===== src/rtl/serial_link_pkg.sv =====
// ============================================================================
// Module  : serial_link_pkg
// Brief   : Shared definitions for the serial bit-stream link (state codes,
//           link-wide default word width, counter sizing helper).
// Revision: 1.0 - initial release
// ============================================================================
`default_nettype none

package serial_link_pkg;

    localparam int LINK_WIDTH = 8;

    typedef enum logic [1:0] {
        IDLE  = 2'd0,
        SHIFT = 2'd1,
        GAP   = 2'd2
    } tx_state_e;

    // Counter width able to hold 0..n-1, never narrower than one bit.
    function automatic int cnt_width(input int n);
        return (n > 1) ? $clog2(n) : 1;
    endfunction

endpackage

`default_nettype wire


===== src/rtl/piso_shift_reg.sv =====
// ============================================================================
// Module  : piso_shift_reg
// Brief   : Parallel-load, shift-left register presenting its MSB serially.
// Revision: 1.0 - initial release
// ============================================================================
`default_nettype none

module piso_shift_reg #(
    parameter int WIDTH = 8
) (
    input  logic             clk,
    input  logic             reset_n,
    input  logic             load_i,
    input  logic             shift_i,
    input  logic [WIDTH-1:0] data_i,
    output logic             msb_o
);

    logic [WIDTH-1:0] sr_q;

    // Zero fill on shift: once the last bit has left, the MSB reads 0.
    always_ff @(posedge clk or negedge reset_n) begin
        if (!reset_n) begin
            sr_q <= '0;
        end else if (load_i) begin
            sr_q <= data_i;
        end else if (shift_i) begin
            sr_q <= {sr_q[WIDTH-2:0], 1'b0};
        end
    end

    assign msb_o = sr_q[WIDTH-1];

endmodule

`default_nettype wire


===== src/rtl/serial_pattern_tx.sv =====
// ============================================================================
// Module  : serial_pattern_tx
// Brief   : Word-to-serial transmitter, MSB first, with optional repeated
//           copies separated by a fixed run of zero gap bits.
// Revision: 1.0 - initial release
// ============================================================================
`default_nettype none

module serial_pattern_tx
    import serial_link_pkg::*;
#(
    parameter int WIDTH    = LINK_WIDTH,
    parameter int REPEAT_W = 4,
    parameter int GAP_LEN  = 1
) (
    input  logic                clk,
    input  logic                reset_n,
    input  logic                load_valid,
    output logic                load_ready,
    input  logic [WIDTH-1:0]    load_data,
    input  logic [REPEAT_W-1:0] load_repeat,
    input  logic                abort,
    output logic                out,
    output logic                out_valid,
    output logic                frame_start,
    output logic                done
);

    localparam int BIT_W = cnt_width(WIDTH);
    localparam int GAP_W = cnt_width(GAP_LEN);

    localparam logic [BIT_W-1:0] BIT_LAST = BIT_W'(WIDTH - 1);
    localparam logic [GAP_W-1:0] GAP_LAST = GAP_W'((GAP_LEN > 0) ? GAP_LEN - 1 : 0);

    tx_state_e             state_q, state_d;
    logic [WIDTH-1:0]      word_q, word_d;
    logic [BIT_W-1:0]      bit_cnt_q, bit_cnt_d;
    logic [REPEAT_W-1:0]   rep_cnt_q, rep_cnt_d;
    logic [GAP_W-1:0]      gap_cnt_q, gap_cnt_d;
    logic                  out_valid_q, out_valid_d;
    logic                  frame_start_q, frame_start_d;
    logic                  done_q, done_d;

    logic                  sr_load;
    logic                  sr_shift;
    logic [WIDTH-1:0]      sr_data;

    piso_shift_reg #(
        .WIDTH (WIDTH)
    ) u_piso (
        .clk     (clk),
        .reset_n (reset_n),
        .load_i  (sr_load),
        .shift_i (sr_shift),
        .data_i  (sr_data),
        .msb_o   (out)
    );

    always_ff @(posedge clk or negedge reset_n) begin
        if (!reset_n) begin
            state_q       <= IDLE;
            word_q        <= '0;
            bit_cnt_q     <= '0;
            rep_cnt_q     <= '0;
            gap_cnt_q     <= '0;
            out_valid_q   <= 1'b0;
            frame_start_q <= 1'b0;
            done_q        <= 1'b0;
        end else begin
            state_q       <= state_d;
            word_q        <= word_d;
            bit_cnt_q     <= bit_cnt_d;
            rep_cnt_q     <= rep_cnt_d;
            gap_cnt_q     <= gap_cnt_d;
            out_valid_q   <= out_valid_d;
            frame_start_q <= frame_start_d;
            done_q        <= done_d;
        end
    end

    always_comb begin
        state_d       = state_q;
        word_d        = word_q;
        bit_cnt_d     = bit_cnt_q;
        rep_cnt_d     = rep_cnt_q;
        gap_cnt_d     = gap_cnt_q;
        out_valid_d   = 1'b0;
        frame_start_d = 1'b0;
        done_d        = 1'b0;
        sr_load       = 1'b0;
        sr_shift      = 1'b0;
        sr_data       = word_q;

        case (state_q)
            IDLE: begin
                if (load_valid && !abort) begin
                    word_d        = load_data;
                    rep_cnt_d     = load_repeat;
                    bit_cnt_d     = '0;
                    sr_load       = 1'b1;
                    sr_data       = load_data;
                    out_valid_d   = 1'b1;
                    frame_start_d = 1'b1;
                    state_d       = SHIFT;
                end
            end

            SHIFT: begin
                if (abort) begin
                    // Loading zeros drops the serial line in the same edge.
                    sr_load   = 1'b1;
                    sr_data   = '0;
                    bit_cnt_d = '0;
                    rep_cnt_d = '0;
                    state_d   = IDLE;
                end else if (bit_cnt_q != BIT_LAST) begin
                    sr_shift    = 1'b1;
                    bit_cnt_d   = bit_cnt_q + 1'b1;
                    out_valid_d = 1'b1;
                end else begin
                    bit_cnt_d = '0;
                    if (rep_cnt_q == '0) begin
                        sr_shift = 1'b1;
                        done_d   = 1'b1;
                        state_d  = IDLE;
                    end else if (GAP_LEN == 0) begin
                        sr_load       = 1'b1;
                        rep_cnt_d     = rep_cnt_q - 1'b1;
                        out_valid_d   = 1'b1;
                        frame_start_d = 1'b1;
                    end else begin
                        sr_shift  = 1'b1;
                        gap_cnt_d = '0;
                        state_d   = GAP;
                    end
                end
            end

            GAP: begin
                if (abort) begin
                    gap_cnt_d = '0;
                    rep_cnt_d = '0;
                    state_d   = IDLE;
                end else if (gap_cnt_q == GAP_LAST) begin
                    sr_load       = 1'b1;
                    rep_cnt_d     = rep_cnt_q - 1'b1;
                    gap_cnt_d     = '0;
                    out_valid_d   = 1'b1;
                    frame_start_d = 1'b1;
                    state_d       = SHIFT;
                end else begin
                    gap_cnt_d = gap_cnt_q + 1'b1;
                end
            end

            default: begin
                state_d = IDLE;
            end
        endcase
    end

    assign load_ready  = (state_q == IDLE);
    assign out_valid   = out_valid_q;
    assign frame_start = frame_start_q;
    assign done        = done_q;

endmodule

`default_nettype wire

===== config.mk =====
export PLATFORM = sky130hd
export DESIGN_NAME = serial_pattern_tx
export DESIGN_NICKNAME = d
export VERILOG_FILES = /design/src/rtl/serial_link_pkg.sv /design/src/rtl/piso_shift_reg.sv /design/src/rtl/serial_pattern_tx.sv
export SDC_FILE = /design/constraint.sdc
export NUM_CORES = 1
export LEC_CHECK = 0
export CORE_MARGIN = 3
export CORE_UTILIZATION = 50
export DETAILED_ROUTE_END_ITERATION = 16
export PLACE_DENSITY = 0.72
export SETUP_SLACK_MARGIN = 0.5
export SLEW_MARGIN = 25
export SYNTH_ARGS = -nofsm -noshare
export SYNTH_HDL_FRONTEND = slang
export SYNTH_HIERARCHICAL = 1
export SYNTH_SLANG_ARGS = --single-unit

===== constraint.sdc =====
create_clock -name clk -period 4 [get_ports clk]
set_clock_uncertainty 0.2 [all_clocks]
set_input_delay 0.8 -clock clk [delete_from_list [all_inputs] [get_ports clk]]
set_output_delay 0.8 -clock clk [all_outputs]
set_load 0.02 [all_outputs]

==> results.txt, run 1 <==
----------------------------------------------------
[Detailed routing]
  Routed wire per std cell ... 14.3 µm
  DRC violation total after the first TritonRoute iteration ... 39
  Drt total wl ... 2.84 mm
  DR pass1 iterations ... 4
  Antenna violation net count after detailed routing ... 0
  Via density per instance ... 5.53
  DRC viols ... 0
  Detailed-route via count ... 1101

[Yosys]
  Area share of the largest cell type after synthesis ... 44.4%
  Synth Area in Simple Gates ... 9.98%
  Yosys top cell by area ... dfrtp_1
  Number of synthesized register bits ... 28
  Unique masters post-synth ... 43
  Register area share after synthesis ... 44.4%
  Count of synthesis-stage warnings from yosys ... 6
  Gate count after technology mapping ... 136
  Cell types with the largest area share after synthesis ... dfrtp_1 44%, mux2_2 7.1%, ha_1 6.3%
  Post-synthesis average cell area ... 11.6 µm²
  Main combinational cell family by area after synthesis ... compound AO/OA/AOI/OAI gates
  Arithmetic-cell share of the synthesized area counting full adders, half adders and majority gates ... 6.34%
  Compound-cell area share of the yosys netlist ... 18.8%
  Combined area of all synthesized cells ... 1580 µm²
  Post-synthesis mux area share ... 15.2%
  Mapped Nets ... 160
  XOR/XNOR Fraction of Synth Area ... 0%

[Placed design]
  Post-detailed-placement half-perimeter wirelength ... 2.18 mm
  Routability Congestion ... 0.785
  Total of buffers placed on input and output ports ... 20

[CTS]
  Number of buffers on the longest clock path ... 2
  Clock tree root driver cell ... clkbuf_4
  Hold buffer count at CTS ... 0
  Number of buffers created by CTS ... 3
  H-tree depth ... 1
  CTS clk-pin slew, worst paths ... 0.14 ns
  Setup repair bufs after CTS ... 0
  Clock net sink count ... 28
  Clock tree from TritonCTS ... built
  Clock latency at the later pin of the worst-skew pair ... 0.32 ns
  Number of gates resized after CTS ... 0

[GRT]
  Antenna violations before repair ... 0
  GRT Overall Usage ... 15.6%
  Wire length of the first global-routing pass ... 4.99 mm
  Congestion Overflow GR ... 0
  Via count of the first global-routing pass ... 1096
  Maximum number of pins on one net before global-route repair ... 29

[Critical path]
  Cell type of the slowest stage on the worst timing path ... clkdlybuf4s50_1
  Crit Path Category ... flip-flop to output pin
  Largest fanout on the critical path ... 13
  WP data arrival ... 2.05 ns
  Type of origin of the critical path ... flip-flop
  Setup slack, reg-to-reg ... 1.71 ns
  Slowest cell delay on critical path ... 0.70 ns
  Critical path required time ... 3.00 ns
  Setup crit end kind ... output pin
  Cells along the critical path ... inv_1 > ha_1 > clkdlybuf4s50_1

[Finish]
  Most common library cell in the layout ignoring fill and taps ... dfrtp_1
  NumNets Final ... 182
  Fill cell total of the finished layout ... 251
  Synthesis-to-finish area growth ... 16.1%
  Antenna diodes ... 0
  Commonest cells after routing, fill and taps aside ... 28 x dfrtp_1, 20 x clkdlybuf4s50_1, 11 x nand2_1, 10 x a22o_1, 10 x mux2_2
  Fraction of layout cells with a size suffix above 1 ... 15.9%
  Utilization of the core after routing ... 63.7%

[Power]
  Power per Cell Area ... 678 nW/µm²
  Clock network power share ... 10.9%
  Switching power ... 0.000471 W
  Sequential group share of total power ... 38.0%
  Switching share of power ... 37.9%
  Combinational Power Share ... 51.2%
  Leakage power of the design ... 0.830 nW
  Peak supply drop ... 0.000373 V
  Cell-internal power ... 0.000772 W

[Timing]
  Number of max-slew violations in the final report ... 0
  Unrepaired setup endpoints after global routing ... false
  Minimum period implied by the final worst setup slack ... 3.05 ns
  Number of hold violations in the final report ... 0
  Total negative slack for setup checks ... 0 ns
  Achievable frequency ... 328 MHz
  Worst Tran Pin Value ... 0.519 ns
  Tightest slew margin relative to the limit ... 65.4%
  Final count of negative-setup-slack endpoints ... 0
  Final cycle utilization of the critical path ... 76.2%

[Floorplanning]
  Starting density of the core ... 54.9%
  Placement Rows ... 19
  Overall die area ... 3870 µm²
  Top-Level Pins ... 21
  Overall die width ... 62.2 µm
  Die boundary height ... 62.2 µm
  Area of the core ... 2880 µm²

[Flow run]
  # Max-Cap Violations ... 0

[Worst hold path]
  Type of the worst min-delay path ... flip-flop to flip-flop

[Run status]
  Outcome ... finished clean

----------------------------------------------------
power by group through the flow:
stage               combinational, W  sequential (W)  clock, W
floorplan                   0.000502        0.000476         0
global placement            0.000618        0.000471         0
detailed placement          0.000640        0.000478         0
CTS                         0.000642        0.000472  0.000140
global route                0.000705        0.000488  0.000154
finish                      0.000636        0.000472  0.000135
registers in the layout (all words and copies together) (netlist names):
name         cells
bit_cnt_q        3
done             1
frame_start      1
out_valid        1
rep_cnt_q        4
state_q          2
u_piso/sr_q      8
word_q           8
worst paths after layout:
check                      depth (start not counted)          from              to
max                                                3    state_q[0]      load_ready
max in group asynchronous                          2       reset_n       word_q[1]
min reg2reg                                        1  bit_cnt_q[1]    bit_cnt_q[1]
max reg2reg                                        7    state_q[0]  u_piso/sr_q[4]
min in group asynchronous                          2       reset_n            done
min                                                1  bit_cnt_q[1]    bit_cnt_q[1]
synth_stat cells:
cell type	count
and3b_1	1
o21a_1	1
or3_1	2
nor2_2	1
o221ai_1	2
a22o_1	10
nand3b_1	1
o21ai_0	1
a22oi_1	1
mux2_4	1
o2bb2ai_1	1
nand2b_1	3
nand3b_4	1
a32oi_1	1
o211ai_1	1
dfrtp_1	28
nand3_1	1
o21bai_1	1
o22a_2	1
o22ai_1	1
inv_1	9
a2bb2oi_2	1
and3_1	1
o32a_1	1
buf_6	4
nand2_1	11
mux2i_1	9
ha_1	8
nor2b_1	1
o211ai_2	1
a31oi_1	1
nor3b_1	1
a21oi_1	3
buf_2	1
nor3_1	1
nand2b_2	1
mux2_2	10
a21o_1	1
mux2i_4	1
o22ai_2	1
nor2_1	1
o22a_1	1
o21ai_1	7
area by class of cell:
type / instances / area (µm²) / area share [%]
clock buffer: 4 / 36.3 / 1.98
sequential: 28 / 701 / 38.2
multi-input combinational: 94 / 795 / 43.3
timing repair buffer: 22 / 215 / 11.7
inverter: 9 / 33.8 / 1.84
tap: 42 / 52.6 / 2.87
cells by family (layout without fill, tap and decap cells):
logic type      after synthesis  count (layout)
compound gates               38              38
flops                        28              28
simple gates                 27              27
mux                          21              21
buf+inv                      14              35
fa+ha+maj                     8               8
routing by layer:
metal / wire length, µm / up-vias / global-route usage (%) / share of wire (%)
met5: 0 / - / 0 / 0
met4: 40 / 0 / 5.25 / 1.4
met3: 99 / 5 / 2.70 / 3.5
met2: 1320 / 27 / 25.0 / 47
met1: 1370 / 531 / 21.4 / 48
li1: - / 538 / - / -
stage by stage:
| step | hold WS, ns | area, µm² | power, W | instances | setup slack, ns |
|---|---|---|---|---|---|
| after floorplan | 0.270 | 1580 | 0.000978 | 136 | 1.94 |
| after global placement | 0.288 | 1800 | 0.00109 | 195 | 1.30 |
| after detailed placement | 0.296 | 1800 | 0.00112 | 195 | 1.26 |
| after CTS | 0.328 | 1830 | 0.00125 | 199 | 0.928 |
| after global routing | 0.338 | 1830 | 0.00135 | 199 | 0.801 |
| final | 0.325 | 1830 | 0.00124 | 199 | 0.952 |
critical path, delay by kind of cell, from the launching register on:
family | cells | cell delay (ns)
buffers and inverters | 2 | 0.80
flip-flops | 1 | 0.44
adder cells (fa/ha/maj) | 1 | 0.49
Note: power is estimated with default switching activity, not from simulation.
==> run 2, diff against run 1 <==
CORE_UTILIZATION = 49   (was 50)
PLACE_DENSITY = 0.73   (was 0.72)
clock period = 2.8 ns   (was 4 ns; I/O delays follow)
==> run 2 against run 1 <==
  * Worst setup slack got worse by 0.33 ns
  * Die area rose by 1.8%
  * Combinational power is 45% higher
  * Sequential power up 44%
  * Clock-buffer cell count unchanged
  * Critical path depth up 2
  * Sequential cell count did not move
  * Via count decreased by 1.8%
  * First-iteration DRC count down 7.7%
  * Register-to-register slack got worse by 1.1 ns
  * Cell count rose by 0.50%
  * Hold slack improved by 0.0061 ns
  * Critical path type is now input port to flip-flop
  * Largest cell class unchanged
  * Highest routed layer unchanged
==> results.txt, run 2 (same netlist as run 1, synthesis figures left out) <==
----------------------------------------------------
[Run status]
  Outcome ... finished clean (unchanged)

[Critical path]
  Setup crit end kind ... flip-flop (was output pin)
  Crit Path Category ... input port to flip-flop (was flip-flop to output pin)
  WP data arrival ... 2.22 ns (was 2.05 ns)
  Cell type of the slowest stage on the worst timing path ... clkdlybuf4s50_1 (unchanged)
  Critical path required time ... 2.84 ns (was 3.00 ns)
  Destination of the worst register-to-register timing path ... bit_cnt_q[1] (was u_piso/sr_q[4])
  Setup slack, reg-to-reg ... 0.65 ns (was 1.71 ns)
  Largest fanout on the critical path ... 11 (was 13)
  Type of origin of the critical path ... input port (was flip-flop)
  Cells along the critical path ... clkdlybuf4s50_1 > nand2b_1 > clkinvlp_4 > o21a_1 > a22o_1 (was inv_1 > ha_1 > clkdlybuf4s50_1)
  Slowest cell delay on critical path ... 0.64 ns (was 0.70 ns)
  Worst Reg-to-Reg Cells ... 6 (was 7)
  Launch point of the worst reg-to-reg path ... state_q[1] (was state_q[0])

[GRT]
  Congestion Overflow GR ... 0 (unchanged)
  Wire length of the first global-routing pass ... 5.24 mm (was 4.99 mm)
  Maximum number of pins on one net before global-route repair ... 29 (unchanged)
  GRT Overall Usage ... 16.6% (was 15.6%)
  Antenna violations before repair ... 0 (unchanged)
  Via count of the first global-routing pass ... 1139 (was 1096)

[Floorplanning]
  Placement Rows ... 19 (unchanged)
  Overall die width ... 62.8 µm (was 62.2 µm)
  Area of the core ... 2900 µm² (was 2880 µm²)
  Die boundary height ... 62.8 µm (was 62.2 µm)
  Overall die area ... 3940 µm² (was 3870 µm²)
  Top-Level Pins ... 21 (unchanged)
  Starting density of the core ... 54.4% (was 54.9%)

[Worst hold path]
  Launch point of the worst hold path ... word_q[0] (was bit_cnt_q[1])
  Min-Delay Endpoint ... word_q[0] (was bit_cnt_q[1])
  Type of the worst min-delay path ... flip-flop to flip-flop (unchanged)
  Worst hold path cell count ... 1 (unchanged)

[Detailed routing]
  DRC viols ... 0 (unchanged)
  DR pass1 iterations ... 4 (unchanged)
  DRC violation total after the first TritonRoute iteration ... 36 (was 39)
  Via density per instance ... 5.41 (was 5.53)
  Routed wire per std cell ... 15.2 µm (was 14.3 µm)
  Drt total wl ... 3.04 mm (was 2.84 mm)
  Detailed-route via count ... 1081 (was 1101)
  Antenna violation net count after detailed routing ... 0 (unchanged)

[Placed design]
  Total of buffers placed on input and output ports ... 20 (unchanged)
  Instance area at placement ... 1800 µm² (about the same)
  Routability Congestion ... 0.798 (was 0.785)
  Post-detailed-placement half-perimeter wirelength ... 2.22 mm (was 2.18 mm)

[Timing]
  Achievable frequency ... 459 MHz
  Total negative slack for setup checks ... 0 ns (unchanged)
  Unrepaired setup endpoints after global routing ... false (unchanged)
  Tightest slew margin relative to the limit ... 68.5% (was 65.4%)
  Minimum period implied by the final worst setup slack ... 2.18 ns
  Final cycle utilization of the critical path ... 77.8%
  Number of hold violations in the final report ... 0 (unchanged)
  Final count of negative-setup-slack endpoints ... 0 (unchanged)
  Number of max-slew violations in the final report ... 0 (unchanged)
  Worst Tran Pin Value ... 0.472 ns (was 0.519 ns)

[Power]
  Leakage power of the design ... 0.828 nW (was 0.830 nW)
  Final total power ... 0.00180 W (was 0.00124 W)
  Peak supply drop ... 0.000507 V (was 0.000373 V)
  Power per Cell Area ... 978 nW/µm² (was 678 nW/µm²)

[Finish]
  NumNets Final ... 183 (was 182)
  Fraction of layout cells with a size suffix above 1 ... 17.1% (was 15.9%)
  Post-route cell area ... 1840 µm² (was 1830 µm²)
  Commonest cells after routing, fill and taps aside ... 28 x dfrtp_1, 19 x clkdlybuf4s50_1, 11 x nand2_1, 10 x a22o_1, 10 x mux2_2 (was 28 x dfrtp_1, 20 x clkdlybuf4s50_1, 11 x nand2_1, 10 x a22o_1, 10 x mux2_2)
  Synthesis-to-finish area growth ... 16.7% (was 16.1%)
  Fill cell total of the finished layout ... 248 (was 251)
  Antenna diodes ... 0 (unchanged)
  Top flop regs ... u_piso/sr_q: 8 flops, word_q: 8 flops, rep_cnt_q: 4 flops (unchanged)
  Most common library cell in the layout ignoring fill and taps ... dfrtp_1 (unchanged)

[CTS]
  H-tree depth ... 1 (unchanged)
  Clock net sink count ... 28 (unchanged)
  Number of buffers on the longest clock path ... 2 (unchanged)
  Clock tree from TritonCTS ... built (unchanged)
  Setup repair bufs after CTS ... 0 (unchanged)
  Clock latency at the later pin of the worst-skew pair ... 0.33 ns (was 0.32 ns)
  Clock tree root driver cell ... clkbuf_4 (unchanged)
  Hold buffer count at CTS ... 0 (unchanged)
  Number of buffers created by CTS ... 3 (unchanged)
  CTS clk-pin slew, worst paths ... 0.15 ns (was 0.14 ns)

[Flow run]
  # Max-Cap Violations ... 0 (unchanged)

----------------------------------------------------
[run 2: cell types whose count changed in the layout (fill, tap and decap cells not counted)]
cell / before / now
dlygate4sd2_1: 0 / 1
clkinvlp_4: 0 / 1
inv_1: 9 / 8
clkdlybuf4s50_1: 20 / 19
buf_4: 2 / 3
[run 2: per-layer routing]
metal / GRT usage, % / part of all wire, % / up-vias
li1: - / - / 545
met1: 22.1 / 49 / 513
met2: 27.2 / 46 / 19
met3: 2.70 / 3.5 / 4
met4: 6.06 / 1.1 / 0
met5: 0 / 0 / -
[run 2: critical path, delay by kind of cell]
family	cells	cell delay [ns]
AND/OR/NAND/NOR	1	0.27
AO/OA/AOI/OAI	2	0.44
buffers and inverters	2	0.94
[run 2: area by class of cell]
cell class / instances / area, µm² / share of cell area [%]
clock buffer: 4 / 36.3 / 1.97
sequential: 28 / 701 / 38.0
timing repair buffer: 23 / 221 / 12.0
inverter: 9 / 37.5 / 2.04
multi-input combinational: 94 / 795 / 43.1
tap: 42 / 52.6 / 2.85
[run 2: metrics by stage]
stage,hold WS (ns),worst slack [ns],utilization [%],cells
final,0.331,0.623,63.5,200
after global routing,0.344,0.539,63.5,200
after CTS,0.329,0.623,63.4,200
after detailed placement,0.290,0.319,62.2,196
after global placement,0.287,0.392,62.2,196
after floorplan,0.0644,0.758,-,136
[run 2: how the worst max path moves through the flow]
stage / slack, ns / depth (start not counted) / start / endpoint
3_5_place_dp: 0.32 / 6 / abort / u_piso/sr_q[0]
2_1_floorplan: 0.76 / 7 / state_q[0] / u_piso/sr_q[3]
3_3_place_gp: 0.39 / 6 / abort / u_piso/sr_q[0]
5_1_grt: 0.54 / 8 / state_q[0] / u_piso/sr_q[4]
6_report: 0.62 / 5 / abort / bit_cnt_q[1]
4_1_cts: 0.62 / 6 / state_q[1] / u_piso/sr_q[1]
[run 2: what timing repair did]
item                                   in CTS  in global routing
endpoints found under the hold margin       0                  0
setup endpoints to repair                   1                  5
resized for setup                           1                  1
[run 2: where the power goes]
| group | switching (W) | leakage (nW) | total, W | internal [W] |
|---|---|---|---|---|
| Combinational | 0.000473 | 0.455 | 0.000922 | 0.000449 |
| Sequential | 0.000103 | 0.352 | 0.000678 | 0.000575 |
| Clock | 0.000122 | 0.0210 | 0.000201 | 0.0000797 |
| Total | 0.000698 | 0.828 | 0.00180 | 0.00110 |
==> run 3, diff against run 2 <==
clock period = 1.9 ns   (was 2.8 ns; I/O delays follow)
==> run 3 against run 2 <==
  * Wire length is 34% higher
  * Largest cell class unchanged
  * Cell area is 30% higher
  * Worst setup slack worse by 0.73 ns
  * The run now ends with setup timing left
  * Sequential share of layout area is 8.8 points lower
==> results.txt, run 3 (same netlist as run 1, synthesis figures left out) <==
----------------------------------------------------
[Timing]
  Final critical-path setup slack ... -0.108 ns (was 0.623 ns)
  Number of max-slew violations in the final report ... 0 (unchanged)
  Final cycle utilization of the critical path ... 106%
  Final worst hold slack ... 0.187 ns (was 0.331 ns)
  Worst Tran Pin Value ... 0.413 ns (was 0.472 ns)
  Number of hold violations in the final report ... 0 (unchanged)
  Achievable frequency ... 498 MHz
  Minimum period implied by the final worst setup slack ... 2.01 ns
  Unrepaired setup endpoints after global routing ... true (was false)
  Tightest slew margin relative to the limit ... 72.4% (was 68.5%)
  Final count of negative-setup-slack endpoints ... 9 (was 0)

[Critical path]
  Worst Reg-to-Reg Cells ... 10 (was 6)
  Number of buffer and inverter instances along the worst setup path ... 5 (was 2)
  Critical path required time ... 1.96 ns (was 2.84 ns)
  Critical path destination ... u_piso/sr_q[3] (was bit_cnt_q[1])
  Crit Path Category ... flip-flop to flip-flop (was input port to flip-flop)
  Cell type of the slowest stage on the worst timing path ... dfrtp_2 (was clkdlybuf4s50_1)
  Crit. path cell count ... 10 (was 5)
  Launch point of the worst reg-to-reg path ... state_q[1] (unchanged)
  Cells along the critical path ... inv_4 > ha_4 > buf_12 > nand3b_4 > buf_6 > a31oi_4 > buf_6 > buf_12 > nand2_2 > o21ai_1 (was clkdlybuf4s50_1 > nand2b_1 > clkinvlp_4 > o21a_1 > a22o_1)
  WP data arrival ... 2.07 ns (was 2.22 ns)
  Largest delay share family, worst path ... buffers and inverters (unchanged)
  Setup crit end kind ... flip-flop (unchanged)
  Largest fanout on the critical path ... 7 (was 11)
  Slowest cell delay on critical path ... 0.50 ns (was 0.64 ns)
  Destination of the worst register-to-register timing path ... u_piso/sr_q[3] (was bit_cnt_q[1])
  Type of origin of the critical path ... flip-flop (was input port)
  Start point of the critical path ... state_q[1] (was abort)
  Setup slack, reg-to-reg ... -0.11 ns (was 0.65 ns)

[Detailed routing]
  Via density per instance ... 5.64 (was 5.41)
  DRC viols ... 0 (unchanged)
  DR pass1 iterations ... 4 (unchanged)
  Antenna violation net count after detailed routing ... 0 (unchanged)
  Routed wire per std cell ... 17.5 µm (was 15.2 µm)
  DRC violation total after the first TritonRoute iteration ... 74 (was 36)
  Drt total wl ... 4.08 mm (was 3.04 mm)
  Detailed-route via count ... 1315 (was 1081)

[Power]
  Power per Cell Area ... 1590 nW/µm² (was 978 nW/µm²)
  Peak supply drop ... 0.000979 V (was 0.000507 V)
  Final total power ... 0.00382 W (was 0.00180 W)
  Leakage power of the design ... 1.11 nW (was 0.828 nW)

[CTS]
  Clock latency at the later pin of the worst-skew pair ... 0.34 ns (was 0.33 ns)
  Clock net sink count ... 28 (unchanged)
  Number of buffers on the longest clock path ... 2 (unchanged)
  CTS clk-pin slew, worst paths ... 0.17 ns (was 0.15 ns)
  H-tree depth ... 1 (unchanged)
  Clock tree from TritonCTS ... built (unchanged)
  Number of buffers created by CTS ... 3 (unchanged)
  Clock tree root driver cell ... clkbuf_4 (unchanged)
  Hold buffer count at CTS ... 0 (unchanged)

[GRT]
  GRT Overall Usage ... 20.5% (was 16.6%)
  Via count of the first global-routing pass ... 1398 (was 1139)
  Maximum number of pins on one net before global-route repair ... 29 (unchanged)
  Wire length of the first global-routing pass ... 6.53 mm (was 5.24 mm)
  Congestion Overflow GR ... 0 (unchanged)
  Antenna violations before repair ... 0 (unchanged)

[Floorplanning]
  Die boundary height ... 62.8 µm (unchanged)
  Overall die width ... 62.8 µm (unchanged)
  Placement Rows ... 19 (unchanged)
  Starting density of the core ... 54.4% (unchanged)
  Overall die area ... 3940 µm² (unchanged)
  Top-Level Pins ... 21 (unchanged)
  Area of the core ... 2900 µm² (unchanged)

[Placed design]
  Pre-CTS WS ... -0.234 ns (was 0.319 ns)
  Total of buffers placed on input and output ports ... 20 (unchanged)
  Instance area at placement ... 1980 µm² (was 1800 µm²)
  Placed Cells ... 209 (was 196)
  Post-detailed-placement half-perimeter wirelength ... 2.41 mm (was 2.22 mm)
  Routability Congestion ... 0.838 (was 0.798)

[Finish]
  Fraction of layout cells with a size suffix above 1 ... 48.7% (was 17.1%)
  Post-route cell area ... 2400 µm² (was 1840 µm²)
  Synthesis-to-finish area growth ... 52.2% (was 16.7%)
  Commonest cells after routing, fill and taps aside ... 26 x dfrtp_1, 21 x buf_4, 15 x clkdlybuf4s50_1, 14 x buf_6, 10 x a22o_1 (was 28 x dfrtp_1, 19 x clkdlybuf4s50_1, 11 x nand2_1, 10 x a22o_1, 10 x mux2_2)
  Fill cell total of the finished layout ... 164 (was 248)
  NumNets Final ... 216 (was 183)
  Antenna diodes ... 0 (unchanged)
  Layout Cells excl Fill ... 233 (was 200)
  Top flop regs ... u_piso/sr_q: 8 flops, word_q: 8 flops, rep_cnt_q: 4 flops (unchanged)
  Most common library cell in the layout ignoring fill and taps ... dfrtp_1 (unchanged)

[Run status]
  Outcome ... complete, but fails checks (was finished clean)
  Violated checks ... setup timing

[Worst hold path]
  Type of the worst min-delay path ... input port to async pin (was flip-flop to flip-flop)

[Flow run]
  # Max-Cap Violations ... 0 (unchanged)

----------------------------------------------------
[run 3: changes by cell type in the layout (fill, tap and decap cells not counted), sizes merged]
| cell | before | now |
|---|---|---|
| bufinv | 0 | 1 |
| dlygate4sd2 | 1 | 0 |
| clkdlybuf4s50 | 19 | 15 |
| clkbuf | 4 | 3 |
| buf | 3 | 41 |
[run 3: cell type report]
| class | instances | area, µm² | area share [%] |
|---|---|---|---|
| Clock buffer | 3 | 22.5 | 0.937 |
| Clock inverter | 1 | 30.0 | 1.25 |
| Inverter | 9 | 40.0 | 1.67 |
| Tap cell | 42 | 52.6 | 2.19 |
| Multi-Input combinational cell | 94 | 982 | 40.9 |
| Timing Repair Buffer | 56 | 573 | 23.8 |
| Sequential cell | 28 | 703 | 29.3 |
[run 3: per-stage QoR]
step,utilization [%],setup TNS (ns)
floorplan,-,0
global placement,68.3,-2.66
detailed placement,68.3,-3.65
CTS,78.0,0
global route,82.9,-1.03
finish,82.9,-0.381
[run 3: layer usage]
layer / share of wire (%) / vias up / track usage (%)
li1: - / 610 / -
met3: 2.8 / 10 / 2.88
met5: 0 / - / 0
met2: 51 / 29 / 36.4
met1: 44 / 666 / 25.2
met4: 1.9 / 0 / 7.44
[run 3: where the power goes]
group          switching (W)  internal [W]
clock network       0.000194      0.000213
registers           0.000181      0.000852
logic                0.00106       0.00131
total                0.00144       0.00238
[run 3: repair_timing]
item,4_1_cts,5_1_grt
gates resized for setup,46,30
gates cloned,1,0
setup endpoints to repair,33,33
setup buffers,15,4
pin swaps,6,7
[run 3: worst min path at each step]
stage,start,endpoint,slack [ns],cells past startpoint
after global routing,reset_n,word_q[4],0.21,2
final,reset_n,u_piso/sr_q[4],0.19,2
after floorplan,reset_n,bit_cnt_q[0],-0.12,0
after detailed placement,bit_cnt_q[2],bit_cnt_q[2],0.29,1
after global placement,word_q[0],word_q[0],0.29,1
after CTS,reset_n,u_piso/sr_q[7],0.21,2
